$ cat src/rtl/truth_table_sweeper.sv
// truth_table_sweeper: drives every row {in1,in2,in3} = 000..111 onto a
// 3-input gate, waits SETTLE_CYCLES per row, samples gate_out and builds the
// measured function number (row r lands in bit 7-r) for comparison against
// an expected value.
//
// Handshake: start is a level request taken only in IDLE; busy is high from
// acceptance through the DONE cycle; done is a one-cycle pulse; results hold
// until the next accepted start.
//
// Optional feature: define TT_SWEEP_EARLY_ABORT_EN to stop the sweep at the
// first mismatching row.
//
// The measured function number is the port meas_table (`table` is a reserved
// word). fsm_state exposes the FSM state for observation.
module truth_table_sweeper #(
   parameter int SETTLE_CYCLES = 4
) (
   input  logic       clk,
   input  logic       rst,
   input  logic       start,
   input  logic [7:0] expected,
   output logic       in1,
   output logic       in2,
   output logic       in3,
   input  logic       gate_out,
   output logic       busy,
   output logic       done,
   output logic [7:0] meas_table,
   output logic       match,
   output logic       fail,
   output logic [2:0] fail_row,
   output logic [1:0] fsm_state
);

   typedef enum logic [1:0] {
      IDLE   = 2'd0,
      SETTLE = 2'd1,
      SAMPLE = 2'd2,
      DONE   = 2'd3
   } state_t;

   state_t     state;
   state_t     state_n;
   logic [2:0] row;
   logic [7:0] cnt;
   logic [7:0] expected_q;
   logic [7:0] table_q;
   logic       fail_q;
   logic [2:0] fail_row_q;
   logic       match_q;
   logic       mismatch;
   logic [7:0] sampled_table;

   // Current row's sample merged into the table, and its mismatch flag.
   always_comb begin
      sampled_table = table_q;
      sampled_table[3'd7 - row] = gate_out;
      mismatch = (gate_out != expected_q[3'd7 - row]);
   end

   // FSM state register.
   always_ff @(posedge clk or posedge rst) begin
      if (rst) state <= IDLE;
      else     state <= state_n;
   end

   // Next-state logic.
   always_comb begin
      state_n = state;
      case (state)
         IDLE:   if (start) state_n = SETTLE;
         SETTLE: if (cnt == 8'(SETTLE_CYCLES - 1)) state_n = SAMPLE;
         SAMPLE: begin
`ifdef TT_SWEEP_EARLY_ABORT_EN
            if (row == 3'd7 || mismatch) state_n = DONE;
            else                         state_n = SETTLE;
`else
            if (row == 3'd7) state_n = DONE;
            else             state_n = SETTLE;
`endif
         end
         DONE:    state_n = IDLE;
         default: state_n = IDLE;
      endcase
   end

   // Row/counter sequencing and result capture.
   always_ff @(posedge clk or posedge rst) begin
      if (rst) begin
         row        <= 3'd0;
         cnt        <= 8'd0;
         expected_q <= 8'd0;
         table_q    <= 8'd0;
         fail_q     <= 1'b0;
         fail_row_q <= 3'd0;
         match_q    <= 1'b0;
      end else begin
         case (state)
            IDLE: begin
               if (start) begin
                  row        <= 3'd0;
                  cnt        <= 8'd0;
                  expected_q <= expected;
                  table_q    <= 8'd0;
                  fail_q     <= 1'b0;
                  fail_row_q <= 3'd0;
                  match_q    <= 1'b0;
               end
            end
            SETTLE: cnt <= cnt + 8'd1;
            SAMPLE: begin
               table_q <= sampled_table;
               // Only the first (lowest) mismatching row is recorded.
               if (mismatch && !fail_q) begin
                  fail_q     <= 1'b1;
                  fail_row_q <= row;
               end
               // match is settled on entry to DONE so it is valid with done.
               if (state_n == DONE) begin
                  match_q <= (sampled_table == expected_q);
               end else begin
                  row <= row + 3'd1;
                  cnt <= 8'd0;
               end
            end
            default: ;
         endcase
      end
   end

   // Outputs: row drives the gate directly so inputs only move at row changes.
   always_comb begin
      {in1, in2, in3} = row;
      busy       = (state != IDLE);
      done       = (state == DONE);
      meas_table = table_q;
      match      = match_q;
      fail       = fail_q;
      fail_row   = fail_row_q;
      fsm_state  = state;
   end

endmodule

$ cat config.mk
export PLATFORM = sky130hd
export DESIGN_NAME = truth_table_sweeper
export DESIGN_NICKNAME = d
export VERILOG_FILES = /design/src/rtl/truth_table_sweeper.sv
export SDC_FILE = /design/constraint.sdc
export NUM_CORES = 1
export LEC_CHECK = 0
export ABC_AREA = 1
export BUFFER_PORTS_ARGS = -buffer_cell sky130_fd_sc_hd__buf_2
export CAP_MARGIN = 20
export CORE_UTILIZATION = 50
export CTS_CLUSTER_DIAMETER = 150
export DETAILED_ROUTE_END_ITERATION = 12
export PLACE_DENSITY = 0.75
export SLEW_MARGIN = 5
export SYNTH_ARGS = -nofsm -noshare
export SYNTH_HDL_FRONTEND = slang
export SYNTH_SLANG_ARGS = --single-unit
$ cat constraint.sdc
create_clock -name clk -period 1.6 [get_ports clk]
set_clock_uncertainty 0.1 [all_clocks]
set_input_delay 0.08 -clock clk [delete_from_list [all_inputs] [get_ports clk]]
set_output_delay 0.08 -clock clk [all_outputs]
set_load 0.01 [all_outputs]
# [After elaboration in Yosys (flattened, before gate mapping)]
# Index checks and enable logic that the tools add are counted.
[op_classes] n_addsub=3 mul=0 div_mod_pow=0 order_cmp=2 eq_ne=12 shift=0 mux=23 n_bitwise=0 n_reduce_logical=13
[op_table] op="8-bit case mux with 3 select lines" count=1
[op_table] op="8-bit two-way mux" count=2
[op_table] op="8-bit case mux with 2 select lines" count=1
[op_table] op="3-bit case mux with 2 select lines" count=2
[op_table] op="3-bit AND reduction" count=4
[op_table] op="3-bit two-way mux" count=3
[op_table] op="8-bit by 1-bit adder with 8-bit output (second input constant)" count=1
[op_table] op="8-bit bitwise mux" count=1
[op_table] op="8-bit by 2-bit == test with 1-bit output (second input constant)" count=1
[op_table] op="8-bit == test" count=1
[op_table] op="2-bit inequality test (second input constant)" count=4
[op_table] op="2-bit case mux with 4 select lines" count=1
[op_table] op="2-bit == test (second input constant)" count=3
[op_table] op="2-bit two-way mux" count=3
[op_table] op="1-bit two-way mux" count=5
[op_table] op="3-bit by 4-bit < comparator with 1-bit output (second input constant)" count=1
[op_table] op="1-bit case mux with 2 select lines" count=2
[op_table] op="2-bit AND reduction" count=2
[op_table] op="2-bit nonzero test" count=2
[op_table] op="3-bit by 1-bit adder with 3-bit output (second input constant)" count=1
[op_table] op="1-bit binary-select mux with 3-bit select" count=1
[op_table] op="1-bit demux with 3-bit select" count=1
[op_table] op="3-bit == test (second input constant)" count=1
[op_table] op="3-bit by 1-bit greater-or-equal comparator with 1-bit output (second input constant)" count=1
[op_table] op="7 further kinds" count=8
[word_totals] register_bits=34 latch_bits=0 ramBits=0 rom_bits=0 input_bits=12 memories=0

# [Longest topological paths before layout]
[logic_depth] ltp_word=9 mapped_depth=12

# [Worst setup path after synthesis]
# No wires, ideal clock.
[synth_path] path_kind="reg-to-reg" start="register row[0]" end="register cnt[3]" setup_ns=0.123 t_arrival_ns=1.518 required_time_ns=1.377 path_slack_ns=-0.142 stages_incl_launch_ff=11 path_cell_list="dfrtp_1 ha_1 ha_1 inv_1 nand2_2 nand2_2 inv_2 nor2_1 nand3_1 o21ai_1 a21oi_1"
[synth_between] elab_chain_cells=6
[synth_lines] element="start: declaration" line="44" rtl="logic [2:0] row;"
[synth_lines] element="start signal: assignment" line="122" rtl="row <= row + 3'd1;"
[synth_lines] element="3-bit == test" line="78" rtl="if (row == 3'd7) state_n = DONE;"
[synth_lines] element="2-bit two-way mux" line="78"
[synth_lines] element="2-bit case mux with 4 select lines" line="70" rtl="case (state)"
[synth_lines] element="2-bit == test" line="119" rtl="if (state_n == DONE) begin"
[synth_lines] element="2-bit inequality test (no source line)"
[synth_lines] element="3-bit AND reduction (no source line)"
[synth_lines] element="end signal: assignment" line="110" rtl="SETTLE: cnt <= cnt + 8'd1;"
[synth_lines] element="end: declaration" line="45" rtl="logic [7:0] cnt;"
# Every way passes these cells.
# A chain may end at the register's enable or synchronous reset.

# [Final worst setup path]
# Same ends and word-level chain as after synthesis.

==> results.yml <==
run_status:
  status: "complete, but fails checks"
  violations: "negative setup slack"
routing:
  drc: 0
  routedWlPerCell_um: 12.9
  antenna_left: 0
  drt_wl_total_um: 4750
  dr.pass1.iters: 4
  via_count: 1852
  drt_iter0_drc: 74
  vias_per_cell: 5.05
final_layout:
  final_util_pct: 70.3
  area_growth_syn_to_layout_pct: 34.5
  fillers: 310
  drive_above_1_share_pct: 33.5
  diodes: 0
  fin_nets: 333
yosys:
  async_reset_ff_share_pct: 100
  synth-edff-count: 0
  synth_compound_area_share_pct: 9.16
  synth_simple_gate_area_share_pct: 34.2
  netlist_area_mm2: 0.00193
  syn-num-nets: 266
  synth_cell_types: 27
  synth_top_family_by_area: "simple AND/OR/NAND/NOR gates"
  synth_area_per_cell_um2: 7.68
  synth_fa_ha_area_share_pct: 1.95
  synth_warnings: 0
  ys_seq_area_share_pct: 44.2
  muxShareOfSynthArea_pct: 0
  synth_xor_area_share_pct: 1.36
  synth-main-ff-cell: "dfrtp_1"
  syn-instance-count: 251
  ys_seq_elements: 34
floorplan:
  die_w_um: 64.1
  initial_core_util_pct: 52.2
  std_cell_rows: 22
  core_mm2: 0.00369
  dieArea_mm2: 0.00411
  die_y_um: 64.1
  io_pins: 32
pwr:
  combPwrFrac_pct: 9.4
  clockPowerShare_pct: 36.4
  p_seq_share_pct: 54.2
  p_int_w: 0.00126
  powerDensity_mw_per_mm2: 638
  power_leakage_nw: 1.38
  ir_worst_vdd_mv: 0.508
  power_switching_w: 0.000398
  swShare_pct: 24.0
timing:
  fmax_mhz: 613
  setup_tns_ps: -39.0
  fin_crit_sh_pct: 102
  worst_pin_slew_ps: 438
  setup_viol: 2
  fin_crit_ps: 1630
  rsz0062_at_grt: "yes"
  max_slew_margin_pct: 70.8
  worst_slack_ps: -30.3
  maxSlewViolCount: 0
  hold_viol: 0
job:
  max_cap_violations: 0
cts:
  htreeDepth: 2
  clock_path_buffers: 2
  cts_buffers: 5
  cts_tree: "built"
  cts.sinks: 34
  clockRootBuffer: "clkbuf_8"
  cts.clk_slew.worst_paths_ps: 70
  clk_latency_ps: 280
min_path:
  hp-class: "primary input to register"
setup_path:
  path_max_fanout: 4
  critPathLaunchType: "register"
  cp.required_ps: 1670
  end_kind: "register"
  critPathKind: "register to register"
  critPathArrivalTime_ps: 1700
global_routing:
  grt_use_total_pct: 26.6
  antenna_found_initial: 0
  grt_pass1_wl_um: 8310
  grt_overflow_total: 0
  grt_pass1_vias: 1847
  grt_max_degree: 35
placed_design:
  port_buffers: 31
  gp_congestion: 0.900
  hpwl_um: 3480
layout by cell type (no fill, tap or decap), types with 3 or more instances in the layout:
| cell | n |
|---|---|
| dfrtp_1 | 32 |
| nand3_4 | 3 |
| nor2_2 | 5 |
| nor2_4 | 4 |
| nand2_2 | 6 |
| nor2_1 | 8 |
| clkbuf_1 | 3 |
| o21ai_0 | 13 |
| inv_2 | 6 |
| nand3_2 | 5 |
| inv_4 | 4 |
| buf_2 | 31 |
| inv_1 | 27 |
| nand3_1 | 17 |
| nand2_4 | 3 |
| clkbuf_8 | 5 |
| dlygate4sd3_1 | 9 |
| nand4_1 | 7 |
| nand2_1 | 73 |
| buf_4 | 22 |
| o21ai_2 | 3 |
| xor2_1 | 3 |
| o22ai_1 | 8 |
logic make-up (layout without fill, tap and decap cells):
logic type / Yosys count / in the layout
xor+xnor: 3 / 3
flops: 34 / 34
simple gates: 138 / 138
buf+inv: 41 / 109
fa+ha+maj: 3 / 3
compound gates: 32 / 32
power by group through the flow:
stage,Sequential [W],Combinational [W],Clock [W]
2_1_floorplan,0.000913,0.0000802,0
3_3_place_gp,0.000911,0.000131,0
3_5_place_dp,0.000912,0.000134,0
4_1_cts,0.000896,0.000151,0.000622
5_1_grt,0.000898,0.000177,0.000663
6_report,0.000897,0.000156,0.000602
path summary, 6_finish.rpt:
check | startpoint | endpoint | slack, ps | cells past startpoint
max reg2reg | row[0] | cnt[3] | -30 | 10
min in group asynchronous | rst | expected_q[7] | 340 | 4
max in group asynchronous | rst | row[0] | 730 | 4
min | gate_out | fail_row[2] | 140 | 4
max | row[0] | cnt[3] | -30 | 10
min reg2reg | fail_row[1] | fail_row[1] | 400 | 2
cells in the mapped netlist, types with 2 or more instances:
library cell  number  area (um^2)
nor4_1             2         12.5
a21oi_1            4         20.0
nand2_2            7         43.8
nor3_1             2         10.0
nor2_2             3         18.8
nand2_1           74          278
o21ai_0           14         70.1
nor2_1            13         48.8
inv_1             29          109
or2_0              2         12.5
buf_6              3         33.8
ha_1               3         37.5
dfrtp_1           34          851
xor2_1             3         26.3
nand3_2            4         40.0
nand4_1            7         43.8
o22ai_1            8         50.1
nand3_1           20          100
o21ai_1            4         20.0
inv_2              8         30.0
critical path, stage by stage (launching register included):
cell and delay, ps:
dfrtp_2 460, ha_4 180, ha_4 160, inv_4 70, nand2_4 60, nand2_4 100
inv_4 50, nor2_4 90, nand3_2 80, o21ai_2 110, a21oi_1 50
cell type report:
cell class                 count  area (um^2)  share of cell area [%]
clock buffer                   8         80.1                    3.09
inverter                      37          149                    5.74
multi-input combinational    176         1020                    39.2
sequential                    34          853                    32.9
tap                           48         60.1                    2.32
timing repair buffer          64          433                    16.7
routing by layer:
layer,GRT usage [%],up-vias,routed length (um)
li1,-,942,-
met1,33.8,860,2180
met2,43.6,43,2310
met3,6.61,7,206
met4,9.66,0,59
met5,0,-,0
registers in the layout, indices dropped and copies added, names as in the netlist:
name and flops:
cnt 8, expected_q 8, fail 1, fail_row 3, fsm_state 2, match 1
meas_table 8, row 3
per-stage QoR:
step | instance area, um^2 | hold slack [ps] | power, W | cells | worst slack, ps
3_3_place_gp | 2290 | 96.1 | 0.00104 | 345 | 17.2
6_report | 2590 | 141 | 0.00165 | 367 | -30.3
4_1_cts | 2520 | 121 | 0.00167 | 365 | -10.2
2_1_floorplan | 1970 | 96.7 | 0.000993 | 251 | -17.1
5_1_grt | 2590 | 169 | 0.00174 | 367 | -131
3_5_place_dp | 2290 | 101 | 0.00105 | 345 | -31.8
repair_timing:
item | CTS | global route
hold buffers | 9 | 0
hold endpoints to repair | 42 | 0
gates resized for setup | 9 | 17
pin swaps | 5 | 7
setup buffers | 3 | 2
setup endpoints to repair | 3 | 11
No activity file was read; power rests on OpenSTA's default activity.
